==> src/rtl/adc733_frame_buffer.sv <==
// adc733_frame_buffer
//   Receives 16-bit ADC words from the adc733 serial front end. It checks frame
//   alignment against the frame-start marker, tags each word with its channel
//   index, and buffers the result in a synchronous FIFO for readout.
//
//   Ports:
//     clk, rst              system clock, async active-high reset
//     word_valid/word_data  one-cycle sample strobe plus 16-bit sample
//     frame_start           qualifies word_valid: this word is channel 0
//     rd_en                 pop request (ignored while empty)
//     rd_data/rd_ch         registered popped sample and its channel index
//     rd_valid              rd_data/rd_ch updated this cycle (pop latency 1)
//     empty/full/level      registered FIFO status, level in 0..DEPTH
//     overrun/frame_err     sticky error flags
//     clr_err               synchronous clear of the sticky flags
//
//   Optional build macro ADC733_FB_FRAME_CNT_EN adds an 8-bit frame counter.
//   The counter is stored with every entry and returned on rd_frame.
module adc733_frame_buffer #(
  parameter int NUM_CH = 6,
  parameter int DEPTH  = 16,
  parameter int AW     = $clog2(DEPTH)
) (
  input  logic          clk,
  input  logic          rst,
  input  logic          word_valid,
  input  logic [15:0]   word_data,
  input  logic          frame_start,
  input  logic          rd_en,
  output logic [15:0]   rd_data,
  output logic [2:0]    rd_ch,
`ifdef ADC733_FB_FRAME_CNT_EN
  output logic [7:0]    rd_frame,
`endif
  output logic          rd_valid,
  output logic          empty,
  output logic          full,
  output logic [AW:0]   level,
  output logic          overrun,
  output logic          frame_err,
  input  logic          clr_err
);

  typedef enum logic {UNSYNC = 1'b0, SYNC = 1'b1} state_t;

  typedef struct packed {
`ifdef ADC733_FB_FRAME_CNT_EN
    logic [7:0]  frame;
`endif
    logic [2:0]  ch;
    logic [15:0] data;
  } entry_t;

  localparam logic [AW:0] LVL_FULL = (AW+1)'(DEPTH);
  localparam logic [AW:0] LVL_ONE  = (AW+1)'(1);

  function automatic logic [2:0] ch_inc(input logic [2:0] c);
    return (c == 3'(NUM_CH-1)) ? 3'd0 : c + 3'd1;
  endfunction

  state_t      state, state_nxt;
  logic [2:0]  ch_cnt, ch_cnt_nxt;
  logic        accept, ferr_set;
  logic [2:0]  wr_ch;

  entry_t      mem [DEPTH];
  logic [AW-1:0] wr_ptr, rd_ptr;
  logic [AW:0] level_nxt;
  logic        do_pop, do_wr, ovr_set;
  entry_t      wr_entry;

  // ---------------- alignment FSM ----------------
  always_ff @(posedge clk or posedge rst) begin
    if (rst) begin
      state  <= UNSYNC;
      ch_cnt <= 3'd0;
    end else begin
      state  <= state_nxt;
      ch_cnt <= ch_cnt_nxt;
    end
  end

  always_comb begin
    state_nxt = state;
    if (word_valid) begin
      case (state)
        UNSYNC:  if (frame_start) state_nxt = SYNC;
        // A word arriving without a marker when a new frame is due means that
        // alignment is lost.
        SYNC:    if (!frame_start && ch_cnt == 3'd0) state_nxt = UNSYNC;
        default: state_nxt = UNSYNC;
      endcase
    end
  end

  always_comb begin
    accept     = 1'b0;
    ferr_set   = 1'b0;
    wr_ch      = ch_cnt;
    ch_cnt_nxt = ch_cnt;
    if (word_valid) begin
      case (state)
        UNSYNC: begin
          if (frame_start) begin
            accept     = 1'b1;
            wr_ch      = 3'd0;
            ch_cnt_nxt = ch_inc(3'd0);
          end
        end
        SYNC: begin
          if (frame_start) begin
            // A marker in mid-frame indicates a short frame. Realign on this word.
            accept     = 1'b1;
            ferr_set   = (ch_cnt != 3'd0);
            wr_ch      = 3'd0;
            ch_cnt_nxt = ch_inc(3'd0);
          end else if (ch_cnt != 3'd0) begin
            accept     = 1'b1;
            wr_ch      = ch_cnt;
            ch_cnt_nxt = ch_inc(ch_cnt);
          end else begin
            ferr_set   = 1'b1;
          end
        end
        default: ;
      endcase
    end
  end

  // ---------------- optional frame counter ----------------
`ifdef ADC733_FB_FRAME_CNT_EN
  logic [7:0] frame_cnt, frame_cnt_nxt;

  always_comb begin
    frame_cnt_nxt = frame_cnt;
    if (accept && wr_ch == 3'd0) frame_cnt_nxt = frame_cnt + 8'd1;
  end

  always_ff @(posedge clk or posedge rst) begin
    if (rst) frame_cnt <= 8'd0;
    else     frame_cnt <= frame_cnt_nxt;
  end
`endif

  // ---------------- FIFO ----------------
  // When the FIFO is full, a pop in the same cycle frees the slot that the
  // write needs.
  assign do_pop  = rd_en && !empty;
  assign do_wr   = accept && (!full || do_pop);
  assign ovr_set = accept && full && !do_pop;

  always_comb begin
    wr_entry      = '0;
    wr_entry.ch   = wr_ch;
    wr_entry.data = word_data;
`ifdef ADC733_FB_FRAME_CNT_EN
    wr_entry.frame = frame_cnt_nxt;
`endif
  end

  always_comb begin
    level_nxt = level;
    if (do_wr && !do_pop)      level_nxt = level + LVL_ONE;
    else if (!do_wr && do_pop) level_nxt = level - LVL_ONE;
  end

  always_ff @(posedge clk) begin
    if (do_wr) mem[wr_ptr] <= wr_entry;
  end

  always_ff @(posedge clk or posedge rst) begin
    if (rst) begin
      wr_ptr <= '0;
      rd_ptr <= '0;
      level  <= '0;
      empty  <= 1'b1;
      full   <= 1'b0;
    end else begin
      if (do_wr)  wr_ptr <= wr_ptr + AW'(1);
      if (do_pop) rd_ptr <= rd_ptr + AW'(1);
      level <= level_nxt;
      empty <= (level_nxt == '0);
      full  <= (level_nxt == LVL_FULL);
    end
  end

  // The read port is registered. When the FIFO is full, wr_ptr equals rd_ptr,
  // and the same-edge write cannot disturb the entry being popped.
  always_ff @(posedge clk or posedge rst) begin
    if (rst) begin
      rd_valid <= 1'b0;
      rd_data  <= '0;
      rd_ch    <= '0;
`ifdef ADC733_FB_FRAME_CNT_EN
      rd_frame <= '0;
`endif
    end else begin
      rd_valid <= do_pop;
      if (do_pop) begin
        rd_data  <= mem[rd_ptr].data;
        rd_ch    <= mem[rd_ptr].ch;
`ifdef ADC733_FB_FRAME_CNT_EN
        rd_frame <= mem[rd_ptr].frame;
`endif
      end
    end
  end

  // ---------------- sticky flags ----------------
  // A new error in the same cycle as clr_err takes priority over the clear.
  always_ff @(posedge clk or posedge rst) begin
    if (rst) begin
      overrun   <= 1'b0;
      frame_err <= 1'b0;
    end else begin
      overrun   <= ovr_set  | (overrun   & ~clr_err);
      frame_err <= ferr_set | (frame_err & ~clr_err);
    end
  end

endmodule

==> config.mk <==
export PLATFORM = sky130hd
export DESIGN_NAME = adc733_frame_buffer
export DESIGN_NICKNAME = d
export VERILOG_FILES = /design/src/rtl/adc733_frame_buffer.sv
export SDC_FILE = /design/constraint.sdc
export NUM_CORES = 1
export LEC_CHECK = 0
export ABC_CLOCK_PERIOD_IN_PS = 6300
export BUFFER_PORTS_ARGS = -buffer_cell sky130_fd_sc_hd__buf_2
export CAP_MARGIN = 40
export CORE_MARGIN = 2
export CORE_UTILIZATION = 35
export CTS_CLUSTER_DIAMETER = 30
export DETAILED_ROUTE_END_ITERATION = 10
export GPL_TIMING_DRIVEN = 0
export MAX_ROUTING_LAYER = met4
export PLACE_DENSITY_LB_ADDON = 0.15
export REMOVE_ABC_BUFFERS = 1
export SYNTH_ARGS = -nofsm -noshare
export SYNTH_HDL_FRONTEND = slang
export SYNTH_SLANG_ARGS = --single-unit
==> constraint.sdc <==
create_clock -name clk -period 6.3 [get_ports clk]
set_clock_uncertainty 0.2 [all_clocks]
set_input_delay 0.315 -clock clk [delete_from_list [all_inputs] [get_ports clk]]
set_output_delay 0.315 -clock clk [all_outputs]
set_load 0.01 [all_outputs]
==> flow_results.org, run 1 <==
** Run status
- The flow ran to the end, and the final reports show no timing, DRC or antenna violations.

** Die
- The die is 199.5 um tall.
- The die covers between 30,000 and 40,000 um^2.
- Row cnt :: 71
- Initial core utilization :: a little over a third
- Top-level I/O count :: 51
- The die is between 150 and 200 um wide.
- Core Footprint :: around 38,000 um^2

** CTS
- The clock reaches the later pin of the worst-skew pair after approximately 0.57 ns.
- TritonCTS clock tree :: done
- Reg clk slew, reported paths :: 0.05 ns
- The cell sitting at the root of the clock tree is a clkbuf_16.
- Post-CTS timing repair inserted 0 buffers for setup.
- Cts hold-fix bufs :: 22
- H-tree levels :: 3
- Counting the buffers created by CTS gives between 80 and 90.
- Clock Path Buffers :: 3
- Gates resized during post-CTS repair numbered 0.
- Clock net sink count :: around 350

** Layout
- Nets :: approximately 850
- Fraction of layout instances using a drive strength above 1 :: a little over a third
- Summed area of non-filler cells in the final layout :: approximately 18,000 um^2
- Non-Filler Instances :: 1,397
- Synth-to-Final Area Change :: 32.91%

** Drt
- Dividing the detail-routed wire length by the instance count gives 22.22 um.
- The routed layout has slightly below 7,000 vias.
- The detailed router finished its first iteration with 375 violations.
- Residual DRC count :: 0
- Post-Route WL :: 31,040 um
- TritonRoute pass-1 iters :: 4
- Post-route ant nets :: 0
- Routed vias/inst :: between 4 and 5

** Placed design
- Instance count after placement with tap cells included :: 1,224
- OpenSTA, run right after detailed placement, puts the worst setup slack at 2.812 ns.
- GPL Wtd Cong :: approximately 0.7
- Count of buffers from port buffering :: 50
- DP HPWL :: 18,710 um
- Summing all placed instances gives a cell area of between 10,000 and 15,000 um^2.

** Power and ir drop
- IR analysis of the VDD net gives a maximum drop of between 300 and 400 uV.
- Switching power :: between 2 and 2.5 mW
- Sequential share of power :: around 34%
- Internal Dissipation :: 6.571 mW
- P per Cell Area :: 507.9 nW/um^2
- Pleak :: a little over 6 nW
- Net switching is approximately 27% of the power.
- The clock network burns a little under half of the power.
- Of the total power, combinational logic draws slightly below 20%.

** Synthesis
- Summing the areas of all xor and xnor instances in the mapped netlist gives 0.7206% of the synthesized area.
- Area fraction of the dominant cell type after synthesis :: between 60% and 70%
- Main area contributors after synthesis :: edfxtp_1 68%, mux4_2 13%, dfrtp_1 7.5%
- Simple logic cell fraction of the synthesized area :: about 3.1%
- Count of synthesis-stage warnings from yosys :: 0
- By area, the combinational part of the netlist is dominated by multiplexers.
- The number of different library cells used by synthesis comes to 40.
- Top cell types by occurrence after synthesis :: 304 x edfxtp_1, 76 x mux4_2, 40 x dfrtp_1, 39 x mux2i_1, 36 x nor2_1
- In this run, synthesis produced a sequential element count of roughly 350.
- The most used flip-flop cell after synthesis is edfxtp_1.
- Async SR Flop Fraction :: roughly an eighth
- Summing the areas of all compound-gate instances in the mapped netlist gives around 2.4% of the synthesized area.
- Netlist area before placement :: 13,370 um^2
- Cell accounting for the most synthesized area :: edfxtp_1
- Average instance area after synthesis :: ~20 um^2
- The synthesized design contains approximately 300 enable-type register cells.
- Gate count of the mapped netlist :: 664
- Measured against the total synthesized area, the mux share comes to 15.72%.
- Adder-cell share of the synthesized area :: 0.7486%
- The most common cell in the synthesized netlist is edfxtp_1.
- Sequential share of the synthesized area :: 75.96%

** Timing
- Min Tclk post-route :: 3.422 ns
- Final Setup Violations :: 0
- Worst setup slack after layout :: between 2 and 3 ns
- Period utilization :: a little over half
- Setup repair after global routing left no endpoint under its margin.
- The number of endpoints with negative hold slack in the final report came to 0.
- The count of pins over their slew limit came to 0.
- After routing, the total negative slack on setup checks comes to 0 ns.
- At the pin with the least slew margin, the transition time is 0.9300 ns.
- The worst pin sits at a relative slew slack of 37.66%.
- Based on the critical path, the design can be clocked at up to 292.3 MHz.

** Setup path
- The worst setup path is launched from an input pin.
- WP data arrival :: 3.48 ns
- CP Data Required Time :: around 6.4 ns
- CP max stage delay :: between 0.7 and 0.8 ns
- Peak fanout along the critical path :: 9
- Highest-delay cell along the critical path :: nor3_2
- Cell chain of the critical path :: dlygate4sd3_1, buf_2, inv_1, ha_1, nand2_1, nand3b_4, a21oi_2, nand2_1, nor3_2, buf_4
- Cell repeated most along the worst path :: nand2_1
- CP Capture Type :: flip-flop
- The critical path is of the input pin to flip-flop type.

** Global route
- Number of global-route vias before repair :: between 7,000 and 8,000
- The total overflow left after global routing is 0.
- In the global route stage, overall resource usage came out at ~17%.
- Global-route wire length before repair :: between 40,000 and 50,000 um
- Entering global routing, the biggest net connects 39 pins.
- Initial antenna violation count :: 1

** Hold path
- The tightest min-delay check is of the input pin to asynchronous set/reset pin type.

** Job
- Max Cap Violations :: 0
==> area by class of cell <==
type | count | area, um^2
clock buffers | 95 | 2122
flip-flops and latches | 345 | 10170
inverters | 12 | 45.04
clock inverters | 54 | 666.9
well taps | 511 | 639.4
fillers | 3179 | 19900
repair buffers | 103 | 994.7
multi-input cells | 276 | 3133
diodes | 1 | 2.502
==> per-layer routing <==
metal | global-route usage, % | up-vias | part of all wire [%]
met3 | 3.342 | 72 | 4.5
li1 | - | 3033 | -
met5 | - | - | 0
met2 | 27.38 | 185 | 50
met1 | 20.71 | 3628 | 43
met4 | 6.365 | 0 | 2.7
==> kinds of logic after synthesis <==
group                      count (synthesis)
xor gates and xnor gates                  11
DFF                                      345
muxes                                    115
adders and majority gates                  8
AOI/OAI and AO/OA                         57
and+or+nand+nor                           85
buffers and inverters                     43
==> critical path: cells and delay by family <==
family / cells / cell delay [ns]
AOI/OAI and AO/OA: 1 / 0.43
adders and majority gates: 1 / 0.20
buffers and inverters: 4 / 1.09
and+or+nand+nor: 4 / 1.42
==> power groups by stage <==
| stage | Combinational, mW | Clock (mW) | Sequential (mW) |
|---|---|---|---|
| detailed placement | 1.77 | 0 | 3.13 |
| floorplan | 1.07 | 0 | 3.18 |
| finish | 1.75 | 4.20 | 3.08 |
| global route | 1.91 | 4.39 | 3.12 |
| global placement | 1.53 | 0 | 3.32 |
| CTS | 1.79 | 4.27 | 3.09 |
==> through the flow <==
step / util, % / power [mW] / hold slack, ns
after floorplan: - / 4.246 / 0.1956
after global placement: 37.47 / 4.850 / 0.2958
after detailed placement: 39.16 / 4.898 / 0.1769
after CTS: 47.15 / 9.152 / 0.1398
after global routing: 47.18 / 9.420 / 0.1611
final: 47.18 / 9.025 / 0.1380
==> final timing paths <==
check / to / depth (start not counted) / slack [ns] / from
max in group asynchronous: empty$_DFF_PP1_ / 4 / 5.15 / rst
min: rd_ptr[0]$_DFFE_PP0P_ / 3 / 0.14 / rst
min reg2reg: rd_ch[1]$_DFFE_PP0P_ / 2 / 0.29 / rd_ch[1]$_DFFE_PP0P_
min in group clk: rd_ptr[1]$_DFFE_PP0P_ / 4 / 0.24 / rd_en
max reg2reg: mem[2][1]$_DFFE_PP_ / 8 / 2.91 / ch_cnt[0]$_DFFE_PP0P_
max: mem[2][1]$_DFFE_PP_ / 10 / 2.88 / frame_start
==> registers in the layout (all words and copies together) (netlist names), 3 cells and up <==
name     flops
rd_ptr       4
rd_data     16
level        5
wr_ptr       4
mem        304
rd_ch        3
ch_cnt       3
==> cells in the final DEF (no fill, tap or decap), drive strengths merged, types with 2 or more instances in the layout <==
cell type      n
nor2          36
clkinvlp       9
bufinv        12
clkinv        25
o31ai          4
dlygate4sd3   22
xnor2          9
mux2i         39
buf           81
xor2           2
ha             8
nand3          3
dfrtp         40
nand2         23
clkbuf        95
nand2b         4
o22ai          4
mux4          76
nor3           6
o21ai         24
a21oi         21
and2           3
nor4           2
nand4          2
edfxtp       304
inv           20
No activity file was read; power rests on OpenSTA's default activity.
==> run 2: changes to the inputs <==
Settings changed: ABC_AREA set to 1, ABC_CLOCK_PERIOD_IN_PS 6300 to 2800.
Clock period 6.3 ns to 2.8 ns, I/O delays scaled along.
==> run 2 against run 1 <==
  * Non-clock buffer count rose by 18
  * Critical path type is now flip-flop to flip-flop
  * Hold slack improved by 0.0017 ns
  * Cell count rose by 37%
  * Synthesized cell count rose by 79%
  * First-iteration DRC count rose by 56%
  * Die area rose by 4.8%
  * Register-to-register slack got worse by 2.9 ns
  * Largest power group unchanged
  * Highest routed layer unchanged
  * Power rose by 150%
  * Combinational power rose to 3.3 times the previous value
==> flow_results.org, run 2 <==
** Setup path
- The worst setup path is captured at a flip-flop.
- The maximum fanout along the worst path came to 10 (+1).
- CP Data Required Time :: 2.88 ns (-3.48 ns)
- WP data arrival :: 2.82 ns (-0.66 ns)
- STA classifies the critical path startpoint as a flip-flop.
- Category of the critical setup timing path :: flip-flop to flip-flop

** Global route
- The residual overflow from global routing is 0 (unchanged).
- Maximum number of pins on one net before global-route repair :: 84 (+120%)
- Initial antenna violation count :: 0 (-1)
- The number of global-route vias before repair was 8,977 (+19%).
- The first-pass GRT wire length came to 56,590 um (+22%).
- GRT Util Overall :: 18.93% (+2.2 points)

** Timing
- Final Setup Violations :: 0 (unchanged)
- Based on the critical path, the design can be clocked at up to between 300 and 400 MHz.
- Period utilization :: a little over nine tenths
- For the finished layout, the period the worst path requires is roughly 2.7 ns.
- The number of endpoints with negative hold slack in the final report was 0 (unchanged).
- The count of pins over their slew limit came to 0 (unchanged).
- Setup repair after global routing missed its margin :: true
- Actual slew at the worst max-slew pin :: 0.6347 ns (-0.2953 ns)
- The headroom to the max-slew limit was 57.69% (+20 points).

** Layout
- Most common cell after layout, fill and taps aside :: nand2_1
- The number of diodes came to 0 (-1).
- Registers with the highest flip-flop counts :: mem (304), rd_data (16), level (5)
- Flip-flop count of the largest register after layout :: 304 (unchanged)
- Sequential cell area :: 10,160 um^2 (about the same)
- Synth-to-Final Area Change :: 33.58%
- End-of-flow core utilization :: 47.25% (+0.068 points)
- More flip-flops sit in one register than any other, and that register is mem.
- Most frequent cells in the layout :: 365 x nand2_1, 304 x edfxtp_1, 136 x nand3_1
- Area taken by multi-input logic gates :: 3520 um^2 (+12%)
- The layout filler cell count is 3,518 (+11%).
- Fraction of layout instances using a drive strength above 1 :: 18.66% (-16 points)
- The final instance area was 18,730 um^2 (+5.4%).
- The net count reported at finish is 1,355 (+60%).

** Synthesis
- Simple logic cell fraction of the synthesized area :: 16.93% (+14 points)
- By area, the combinational part of the netlist is dominated by simple AND/OR/NAND/NOR gates.
- Primary flip-flop cell chosen by synthesis mapping :: edfxtp_1
- Area fraction of the dominant cell type after synthesis :: 65.11% (-3.2 points)
- The number of synthesized flops with an enable pin is 304 (unchanged).
- Area fraction in compound gates after synthesis :: 6.041% (+3.7 points)
- The netlist area before placement is 14,020 um^2 (+4.9%).
- Gate count of the mapped netlist :: 1,186 (+79%)
- Adder-cell share of the synthesized area :: 0.7139% (-0.035 points)
- The count of warnings emitted by yosys was 0 (unchanged).
- The most common cell in the synthesized netlist is nand2_1.
- Yosys attributes the largest share of cell area to edfxtp_1 65%, nand2_1 9.8%, dfrtp_1 7.1%.
- The portion of netlist area occupied by mux cells came to 0% (-16 points).
- The total of flip-flops plus latches after synthesis is 345 (unchanged).
- Async SR Flop Fraction :: 11.88% (unchanged)
- Fraction of synthesized cell area in xor and xnor cells :: 0.5622% (-0.16 points)
- Average instance area after synthesis :: 11.82 um^2 (-41%)
- Top cell types by occurrence after synthesis :: 365 x nand2_1, 304 x edfxtp_1, 136 x nand3_1, 85 x a21oi_1, 63 x nor2_1
- Count of distinct cell types in the synthesized netlist :: 34 (-15%)
- The post-synthesis sequential area ratio was 72.43% (-3.5 points).
- edfxtp_1 takes more of the synthesized area than any other cell.

** Power and ir drop
- Pleak :: 7.114 nW (+15%)
- Sequential share of power :: 31.1% (-3.0 points)
- The total power is 22.19 mW (+150%).
- Clock Power Share :: 42.9% (-3.6 points)
- P per Cell Area :: 1185 nW/um^2 (+130%)
- The internal power contribution was 15.00 mW (+130%).
- Part of the total power dissipated in combinational logic :: 26.0% (+6.6 points)
- Switching power :: 7.190 mW (+190%)
- Maximum vdd ir drop :: 536.3 uV (+75%)
- The switching power share of the total was 32.41% (+5.2 points).

** CTS
- Clock net sink count :: 345 (unchanged)
- The clock slew at the register clock pins of the worst setup and hold paths was 0.04 ns (about the same).
- Library cell used as clock root buffer :: clkbuf_16
- Clock Path Buffers :: 3 (unchanged)
- The number of H-tree branching levels came to 3 (unchanged).
- TritonCTS clock tree :: done
- Number of buffers added by the clock tree synthesis step :: 80 (-1.2%)
- The clock insertion delay at the later pin of the skew report was 0.58 ns (about the same).

** Job
- The number of max-capacitance violations reported is 0 (unchanged).

** Die
- Chip Height :: 204.2 um (+2.4%)
- Row cnt :: 73 (+2.8%)
- The die area came to 41,680 um^2 (+4.8%).
- The horizontal extent of the die is 204.2 um (+2.4%).
- The number of primary I/O pins was 51 (unchanged).
- The starting utilization of the core area was 35.37% (-0.13 points).
- The area of the placeable core is 39,640 um^2 (+5.2%).

** Drt
- The number of DRC markers in iteration 0 was 585 (+56%).
- The via total after detailed routing was 9,291 (+34%).
- The per-cell via count in the routed design is 4.844 (-2.2%).
- The DRC violations left came to 0 (unchanged).
- The routed length per instance was 19.62 um (-12%).
- The number of nets still failing antenna checks after routing was 0 (unchanged).
- Post-Route WL :: 37,620 um (+21%)
- The number of optimization iterations in the first detailed-route pass is 5 (+1).

** Placed design
- The number of input and output port buffers inserted is 50 (unchanged).
- The routability congestion estimate was 0.7133 (+0.69%).
- Cell Area, Placed :: 15,420 um^2 (+4.5%)
- DP HPWL :: 20,280 um (+8.4%)

** Run status
- Result of the run :: finished, final reports clean

** Hold path
- Type of the worst min-delay path :: input pin to flip-flop
run 2: cell count changes in the layout (fill, tap and decap cells not counted), moves of 25 or more:
cell     change
nand2_1    +342
mux4_2      -76
a21oi_1     +65
o21ai_0     +25
mux2i_1     -39
nand3_1    +133
run 2: final timing paths:
path | startpoint | to | slack [ns] | cells after the start
setup / recovery | ch_cnt[0]$_DFFE_PP0P_ | mem[0][13]$_DFFE_PP_ | 0.05 | 10
hold / removal | clr_err | frame_err$_DFF_PP0_ | 0.14 | 3
min in group asynchronous | rst | rd_valid$_DFF_PP0_ | 0.50 | 4
max in group asynchronous | rst | empty$_DFF_PP1_ | 1.27 | 5
setup reg to reg | ch_cnt[0]$_DFFE_PP0P_ | mem[0][13]$_DFFE_PP_ | 0.05 | 10
hold reg to reg | rd_data[10]$_DFFE_PP0P_ | rd_data[10]$_DFFE_PP0P_ | 0.27 | 2
run 2: stage by stage:
step / setup WS [ns] / TNS, ns / std cells / hold WS [ns]
6_report: 0.05161 / 0 / 1918 / 0.1396
5_1_grt: -0.09757 / -14.91 / 1918 / 0.1245
4_1_cts: 0.01789 / 0 / 1916 / 0.1161
3_5_place_dp: -0.1661 / -11.70 / 1726 / -0.003475
3_3_place_gp: -6.217 / -603.96 / 1697 / 0.1474
2_1_floorplan: -1.932 / -40.44 / 1122 / 0.03263
run 2: what timing repair did:
item	4_1_cts	5_1_grt
endpoints found under the hold margin	309	0
gates resized for setup	1	5
pin swaps	14	1
setup endpoints to repair	154	287
buffers inserted	17	2
hold buffers	23	0
run 2: logic make-up (layout without fill, tap and decap cells):
group | Yosys count | in the layout
fa+ha+maj | 8 | 8
xor+xnor | 9 | 9
simple gates | 575 | 575
compound gates | 152 | 152
flops | 345 | 345
buf+inv | 97 | 304
run 2: worst max-delay path, stage by stage (launching register included):
cell,delay (ns)
dfrtp_1,0.37
inv_1,0.10
nand3_1,0.10
inv_1,0.05
ha_1,0.17
nand2_1,0.19
nand2_4,0.14
a21oi_4,0.26
nand2_1,0.34
nor2_4,0.32
buf_16,0.19
run 2: final cells by class:
cell class | instances | share of cell area (%)
Tap cell | 525 | 3.507
Timing Repair Buffer | 121 | 7.736
Sequential cell | 345 | 54.27
Multi-Input combinational cell | 744 | 18.79
Inverter | 33 | 0.7683
Clock inverter | 44 | 3.167
Clock buffer | 106 | 11.76
run 2: layer usage:
layer	routed length, um	up-vias	part of all wire, %	GRT usage [%]
li1	-	4487	-	-
met5	0	-	0	-
met1	17620	4509	47	25.96
met3	1888	83	5.0	4.002
met2	17160	212	46	28.08
met4	959	0	2.5	6.211
run 2: power groups by stage:
stage / combinational (mW) / clock, mW / sequential [mW]
after floorplan: 3.01 / 0 / 7.18
after global placement: 4.08 / 0 / 7.45
after detailed placement: 5.60 / 0 / 7.02
after CTS: 5.76 / 9.66 / 6.94
after global routing: 6.47 / 9.94 / 6.97
final: 5.76 / 9.52 / 6.91
==> run 3: changes to the inputs <==
Settings changed: RECOVER_POWER set to 50.
==> run 3 against run 2 <==
  * Wire length about the same
  * Clock power barely moved
  * Sequential power hardly changed
  * Core utilization about the same
  * Global-route usage stayed put
  * Final area fell by 0.10%
  * Maximum frequency barely moved
==> flow_results.org, run 3 (same netlist as run 2, synthesis figures left out) <==
** Job
- Max Cap Violations :: 0 (unchanged)

** Timing
- Final Setup Violations :: 0 (unchanged)
- Slew Limit Headroom :: 53.71% (-4.0 points)
- Count of pins over their slew limit :: 0 (unchanged)
- Final Hold Fails :: 0 (unchanged)
- The post-route clock period utilization came to 98.08% (about the same).
- The hold slack came to 0.1405 ns (+0.0008050 ns).
- The maximum clock frequency came to 364.1 MHz (about the same).
- The pin slew with the least headroom to its limit was 0.6944 ns (+0.05971 ns).
- Setup repair after global routing missed its margin :: true
- Min Tclk post-route :: 2.746 ns (-0.002191 ns)

** Placed design
- Instance count after placement with tap cells included :: 1,726 (unchanged)
- The placed cell area was 15,420 um^2 (unchanged).
- GPL Wtd Cong :: 0.7133 (unchanged)
- The number of input and output port buffers inserted came to 50 (unchanged).
- DP HPWL :: 20,280 um (unchanged)

** Power and ir drop
- The peak supply drop was 535.7 uV (-0.11%).
- P per Cell Area :: 1186 nW/um^2 (+0.14%)
- The cell leakage power is 7.073 nW (-0.58%).

** Hold path
- The min-delay analysis places its worst path in the category input pin to flip-flop.

** Die
- Top-level I/O count :: 51 (unchanged)
- The die area is 41,680 um^2 (unchanged).
- The die boundary height is 204.2 um (unchanged).
- Die width :: 204.2 um (unchanged)
- Initial core utilization :: 35.37% (unchanged)
- Core Footprint :: 39,640 um^2 (unchanged)
- Row cnt :: 73 (unchanged)

** CTS
- The number of buffers on the longest clock path was 3 (unchanged).
- Number of buffers added by the clock tree synthesis step :: 80 (unchanged)
- TritonCTS built the clock tree.
- H-tree levels :: 3 (unchanged)
- The clock slew at the register clock pins of the worst setup and hold paths is 0.04 ns (about the same).
- Clock net sink count :: 345 (unchanged)
- The clock insertion delay at the later pin of the skew report came to 0.58 ns (about the same).
- In this run the clock root is driven by a clkbuf_16.

** Setup path
- The count of buffer and inverter cells on the critical path came to 3 (unchanged).
- The maximum fanout along the worst path is 10 (unchanged).
- The worst stage delay on the critical path was 0.37 ns (about the same).
- The slowest stage of the critical path is the dfrtp_1 cell.
- Kind of cell with the highest combined delay on the critical path :: simple AND/OR/NAND/NOR gates
- Category of the critical setup timing path :: flip-flop to flip-flop
- Kind of start point of the critical path :: flip-flop
- The worst setup path is captured at a flip-flop.
- WP data arrival :: 2.82 ns (about the same)
- The required arrival time at the worst endpoint is 2.88 ns (about the same).
- Cell chain of the critical path :: inv_1, nand3_1, inv_1, ha_1, nand2_1, nand2_4, a21oi_4, nand2_1, nor2_4, buf_16

** Layout
- In the layout the commonest cells are 365 x nand2_1, 304 x edfxtp_1, 136 x nand3_1.
- Number of antenna repair diodes :: 0 (unchanged)
- The net count reported at finish is 1,355 (unchanged).
- The layout filler cell count came to 3,521 (+0.085%).
- Flip-flop count of the largest register after layout :: 304 (unchanged)
- Non-Filler Instances :: 1,918 (unchanged)
- The library cell used most frequently in the layout, excluding fill and tap cells, is nand2_1.
- The proportion of layout cells with a drive suffix above 1 came to 17.59% (-1.1 points).
- Relative to the synthesized area, the layout overhead comes to 33.45%.
- In the final layout, the registers with the most flip-flops are mem (304), rd_data (16), level (5).
- Summed area of non-filler cells in the final layout :: 18,710 um^2 (-0.10%)
- Register with the most flip-flops :: mem

** Run status
- Result of the run :: finished, final reports clean

** Global route
- Total congestion overflow after global routing :: 0 (unchanged)
- The maximum number of pins on one net before global-route repair is 84 (unchanged).
- Global-route wire length before repair :: 56,590 um (unchanged)
- The layer flagged by global routing as most heavily used is met2.
- Met1 track demand over resource in global routing :: 25.96% (unchanged)
- Number of global-route vias before repair :: 8,977 (unchanged)
- Met2 Track Usage GR :: 28.08% (unchanged)
- Global-route track usage on met3 :: 4.002% (unchanged)
- Initial antenna violation count :: 0 (unchanged)
- The total track usage was 18.93% (unchanged).

** Drt
- Post-Route WL :: 37,650 um (about the same)
- Routed wire per std cell :: 19.63 um (about the same)
- Iteration-0 DRC count of the detailed router :: 602 (+2.9%)
- TritonRoute pass-1 iters :: 6 (+1)
- The number of nets still failing antenna checks after routing was 0 (unchanged).
- Total number of vias :: 9,302 (+0.12%)
- Routed vias/inst :: 4.850 (+0.12%)
- The DRC violations left was 0 (unchanged).
-- run 3: cell count changes in the layout (fill, tap and decap cells not counted), sizes merged --
cell	change
buf	-15
clkbuf	+15
-- run 3: stage by stage --
step                      worst slack (ns)  TNS (ns)  utilization, %  power (mW)
after floorplan                     -1.932    -40.44               -       10.19
final                              0.05381         0           47.20       22.20
after CTS                          0.01789         0           47.17       22.35
after global placement              -6.217   -603.96           36.80       11.53
after detailed placement           -0.1661    -11.70           38.89       12.62
after global routing              -0.09757    -14.91           47.20       23.37
-- run 3: worst register-to-register path, stage by stage (launching register included) --
cell and delay, ns:
dfrtp_1 0.37, inv_1 0.10, nand3_1 0.10, inv_1 0.05, ha_1 0.17, nand2_1 0.19, nand2_4 0.14, a21oi_4 0.26
nand2_1 0.34, nor2_4 0.32, buf_16 0.19
-- run 3: repair_timing --
item,CTS,global route
gates resized for setup,1,5
setup endpoints to repair,154,287
pin swaps,14,1
hold buffers,23,0
hold endpoints to repair,309,0
setup buffers,17,2
-- run 3: final timing paths --
kind                       cells after the start                    start  slack [ns]                 endpoint
max in group asynchronous                      5                      rst        1.27          empty$_DFF_PP1_
hold / removal                                 3                  clr_err        0.14      frame_err$_DFF_PP0_
setup reg to reg                              10    ch_cnt[0]$_DFFE_PP0P_        0.05     mem[0][13]$_DFFE_PP_
setup / recovery                              10    ch_cnt[0]$_DFFE_PP0P_        0.05     mem[0][13]$_DFFE_PP_
min in group asynchronous                      4                      rst        0.51       rd_valid$_DFF_PP0_
hold reg to reg                                2  rd_data[10]$_DFFE_PP0P_        0.27  rd_data[10]$_DFFE_PP0P_
-- run 3: layer usage --
metal / up-vias / share of wire, % / routed length, um
met2: 225 / 46 / 17130
met3: 84 / 5.0 / 1879
met1: 4510 / 47 / 17680
met5: - / 0 / 0
met4: 0 / 2.5 / 958
li1: 4483 / - / -
-- run 3: cell type report --
type	count	area [um^2]	area share (%)
clock inverter	44	593.1	3.170
tap	525	656.9	3.511
sequential	345	10160	54.33
clock buffer	106	2202	11.77
inverter	33	143.9	0.7690
multi-input combinational	744	3520	18.81
timing repair buffer	121	1430	7.643
-- run 3: where the power goes --
part           internal [mW]  total, mW  switching (mW)
clock network           6.63       9.52            2.90
registers               6.41       6.91           0.496
logic                   1.96       5.76            3.81
total                   15.0       22.2            7.20
